[src/rtl/bg_pixel_fifo.sv]
// Background pixel FIFO/shifter: takes 8-pixel tile rows from the fetcher, applies
// SCX fine-scroll discard, maps through BGP and emits one registered pixel per dot.
module bg_pixel_fifo #(
    parameter int DEPTH  = 16,
    parameter int LINE_W = 160
) (
    input  logic            clk,
    input  logic            rst,
    input  logic            fetch_full,
    input  logic [7:0][1:0] fetch_pixels,
    output logic            fetch_ack,
    input  logic [2:0]      scx_fine,
    input  logic            bg_ena,
    input  logic [7:0]      bgp,
    output logic            pix_valid,
    output logic [1:0]      pix_color,
    output logic [7:0]      lx,
    output logic            line_done
);

    localparam int CW = $clog2(DEPTH + 1);

    logic [1:0]    fifo_reg  [DEPTH];
    logic [1:0]    fifo_next [DEPTH];
    logic [CW-1:0] count_reg;
    logic [CW-1:0] count_next;
    logic [2:0]    discard_reg;
    logic [7:0]    lx_reg;
    logic          pix_valid_reg;
    logic [1:0]    pix_color_reg;
    logic          line_done_reg;

    logic          pop;
    logic          load;
    logic          emit;
    logic [CW-1:0] base;
    logic [1:0]    color_idx;
    logic [1:0]    shade;

    assign pop  = (count_reg != '0) & ~line_done_reg & ~rst;
    assign load = fetch_full & (count_reg <= CW'(8)) & ~line_done_reg & ~rst;
    assign fetch_ack = load;

    // A same-cycle pop shifts everything down one slot, so the new row lands one lower.
    assign base = count_reg - CW'(pop);

    genvar gi;
    generate
        for (gi = 0; gi < DEPTH; gi++) begin : g_slot
            logic [CW-1:0] offset;
            logic          load_here;
            logic [1:0]    shifted;

            assign offset    = CW'(gi) - base;
            assign load_here = load & (CW'(gi) >= base) & (offset < CW'(8));

            if (gi < DEPTH - 1) begin : g_mid
                assign shifted = pop ? fifo_reg[gi+1] : fifo_reg[gi];
            end else begin : g_tail
                assign shifted = fifo_reg[gi];
            end

            // Leftmost pixel (index 7) goes to the lowest slot of the row.
            assign fifo_next[gi] = load_here ? fetch_pixels[~offset[2:0]] : shifted;
        end
    endgenerate

    assign count_next = count_reg + (load ? CW'(8) : CW'(0)) - CW'(pop);

    assign emit      = pop & (discard_reg == 3'd0);
    assign color_idx = bg_ena ? fifo_reg[0] : 2'd0;
    assign shade     = bgp[{color_idx, 1'b0} +: 2];

    always_ff @(posedge clk) begin
        for (int i = 0; i < DEPTH; i++) begin
            fifo_reg[i] <= fifo_next[i];
        end
    end

    always_ff @(posedge clk) begin
        if (rst) begin
            count_reg     <= '0;
            discard_reg   <= scx_fine;
            lx_reg        <= '0;
            pix_valid_reg <= 1'b0;
            pix_color_reg <= 2'd0;
            line_done_reg <= 1'b0;
        end else begin
            count_reg     <= count_next;
            pix_valid_reg <= emit;
            if (pop && discard_reg != 3'd0) begin
                discard_reg <= discard_reg - 3'd1;
            end
            if (emit) begin
                pix_color_reg <= shade;
                lx_reg        <= lx_reg + 8'd1;
                if (lx_reg == 8'(LINE_W - 1)) begin
                    line_done_reg <= 1'b1;
                end
            end
        end
    end

    assign pix_valid = pix_valid_reg;
    assign pix_color = pix_color_reg;
    assign lx        = lx_reg;
    assign line_done = line_done_reg;

endmodule
[config.mk]
export PLATFORM = sky130hd
export DESIGN_NAME = bg_pixel_fifo
export DESIGN_NICKNAME = d
export VERILOG_FILES = /design/src/rtl/bg_pixel_fifo.sv
export SDC_FILE = /design/constraint.sdc
export NUM_CORES = 1
export LEC_CHECK = 0
export CAP_MARGIN = 5
export CORE_UTILIZATION = 59
export DETAILED_ROUTE_END_ITERATION = 6
export GPL_TIMING_DRIVEN = 0
export HOLD_SLACK_MARGIN = 0.06
export PLACE_DENSITY = 0.84
export SYNTH_ARGS = -nofsm -noshare
export SYNTH_HDL_FRONTEND = slang
export SYNTH_SLANG_ARGS = --single-unit
[constraint.sdc]
create_clock -name clk -period 8.35 [get_ports clk]
set_clock_uncertainty 0.05 [all_clocks]
set_input_delay 1.67 -clock clk [delete_from_list [all_inputs] [get_ports clk]]
set_output_delay 1.67 -clock clk [all_outputs]
set_load 0.1 [all_outputs]
==> results_dict.tcl <==
set metrics [dict create \
    avgRoutedWirePerCell_microns 17.3 \
    avgSynthCellArea_sq_um 10.7 \
    path_cells "clkbuf_1, nor2_1, nand2_1, inv_1, clkbuf_1, ha_1, ha_1, xor2_1, clkbuf_1, ha_1, a21boi_0, or4b_1, a211o_1, a211oi_2, mux2_2" \
    cts.path.max_buffers 2 \
    register_area_sq_um 1390 \
    clk_latency_ps 320 \
    syn_to_final_growth_pct 16.7 \
    die_w_microns 80.3 \
    dr.pass1.iters 4 \
    overflow 0 \
    grt.total_usage_pct 27.3 \
    vias 2768 \
    max_freq_mhz 165 \
    cts_setup_buffers 0 \
    fin_nets 441 \
    rsz0062_at_grt "no" \
    slew_viol_final 0 \
    cts_hold_buf 0 \
    rows 28 \
    synth_flop_cell "edfxtp_1" \
    yosysUniqueCellTypes 55 \
    synth-warning-count 0 \
    drt_drc_violations_left 0 \
    grt_pass1_wl_microns 13200 \
    synthArstFlopShare_pct 0 \
    routed_wl_microns 8030 \
    largest_reg_flops 32 \
    cts-resized-gates 0 \
    ys_top_cells_by_area "edfxtp_1 29%, mux2_2 12%, dfxtp_1 9.4%" \
    drv_cap 0 \
    cts-buffers-inserted 5 \
    syn_inst 339 \
    synth_top_cell_area_share_pct 29.1 \
    cp-endpoint "fifo_reg[0][12]" \
    antenna_found_initial 0 \
    synth_common_cells "39 x mux2_2, 36 x nand2_1, 35 x edfxtp_1" \
    hold_class "reg2reg" \
    io_buffers 42 \
    fin_tns_setup_ps 0 \
    slew_headroom_pct 34.5 \
    synth.most_common_cell "mux2_2" \
    diodes 0 \
    period_minus_slack_ps 6080 \
    core_area_sq_um 5920 \
    status "completed" \
    vias_per_cell 5.97 \
    synth_top_area_cell "edfxtp_1" \
    critPathKind "in2reg" \
    nFillCells 440 \
    finalCritPeriodShare_pct 72.8 \
    htree_num_levels 2 \
    cpPeakStageDelay_ps 550 \
    worst_pin_slew_ps 980 \
    multiInputGateArea_sq_um 2090 \
    cp.depth 15 \
    drt_iter0_drc 240 \
    grt_max_degree 18 \
    timing.critical_path.buf_inv 4 \
    syn_area_sq_um 3610 \
    ios 44 \
    cts_sinks 52 \
    hold_viol_final 0 \
    finalSetupViolations 0 \
    r2r_setup_slack_ps 3260 \
    clk_pin_slew_ps 100 \
    cp_max_fo 12 \
    root_buffer "clkbuf_8" \
    crit_path_start_kind "primary input" \
    ys_ff_latch 52 \
    yosysSeqAreaShare_pct 38.5 \
    setup.worst_path.start "rst" \
    drive_gt1_share_pct 19.3 \
    finalWeightedCongestion 0.973 \
    synth_nets 392 \
    cp.required_ps 8370 \
    cts_tree "yes" \
    cp.arrival_ps 6100 \
    timing.rr.end "fifo_reg[0][12]" \
    ant_nets 0 \
    r2r_cells 15 \
    initial_core_util_pct 61.0 \
    grt_pass1_vias 2777 \
    end_kind "flip-flop" \
    dpl.hpwl_microns 6240 \
    r2r-start "count_reg[1]" \
    cp_slowest_cell "or4b_1" \
    path_delay_family "buffers and inverters" \
    synth_edf_count 35 \
    dieArea_sq_um 6440 \
    fp.dieH_microns 80.3 \
]
kinds of logic (layout without fill, tap and decap cells):
group	Yosys count	after routing	share of synthesized area, %
flops	52	52	38.5
fa+ha+maj	22	22	7.83
compound gates	45	45	9.42
xor+xnor	17	17	4.12
buf+inv	33	83	3.77
simple gates	106	106	14.5
mux	64	64	21.8
tightest hold or removal path, stage by stage, from the launching register on:
cell and delay, ps:
dfxtp_1 330, nor2_1 100, a211oi_1 50
cell type report:
| type | instances | area share (%) |
|---|---|---|
| tap | 75 | 2.23 |
| inverter | 20 | 1.81 |
| clock inverter | 3 | 0.475 |
| timing repair buffer | 42 | 9.97 |
| sequential | 52 | 33.0 |
| buffer | 13 | 1.42 |
| clock buffer | 5 | 1.63 |
| multi-input combinational | 254 | 49.5 |
through the flow:
stage | cells | setup slack [ps] | cell area [sq um] | utilization, % | hold slack, ps
after floorplan | 339 | 2910 | 3610 | - | 473
after global placement | 456 | 2060 | 4130 | 69.7 | 443
after detailed placement | 456 | 2040 | 4130 | 69.7 | 453
after CTS | 464 | 2300 | 4220 | 71.2 | 468
after global routing | 464 | 1940 | 4220 | 71.2 | 495
final | 464 | 2270 | 4220 | 71.2 | 468
layout by cell type, fill, tap and decap left out, types with 5 or more instances in the layout:
master	Yosys	final
inv_1	17	17
clkdlybuf4s50_1	0	42
edfxtp_1	35	35
nand2_1	36	36
nor2_1	19	19
xor2_1	5	5
xnor2_1	12	12
ha_1	21	21
o21ai_0	12	12
or2_2	11	11
dfxtp_1	17	17
nand3_1	10	10
nor3_1	7	7
mux4_2	8	8
mux2i_1	17	17
mux2_2	39	39
clkbuf_1	7	7
clkbuf_8	0	5
a21oi_1	6	6
layer usage:
layer	global-route usage [%]	up-vias	wire length, microns	share of wire, %
li1	-	1339	-	-
met1	34.2	1328	3430	43
met2	47.4	85	4070	51
met3	5.11	16	372	4.6
met4	8.04	0	166	2.1
met5	0	-	0	0
how the worst min path moves through the flow:
stage                            to             from  cells past startpoint  slack [ps]
floorplan           fifo_reg[1][12]  fifo_reg[1][14]                      1         470
global placement       pix_color[1]     pix_color[1]                      2         440
global route           pix_color[1]     pix_color[1]                      2         500
finish                 pix_color[1]     pix_color[1]                      2         470
detailed placement     pix_color[1]     pix_color[1]                      2         450
CTS                    pix_color[1]     pix_color[1]                      2         470
Power is not shown: default switching activity piles up to over one toggle a cycle in this logic, so the estimate is an artifact.
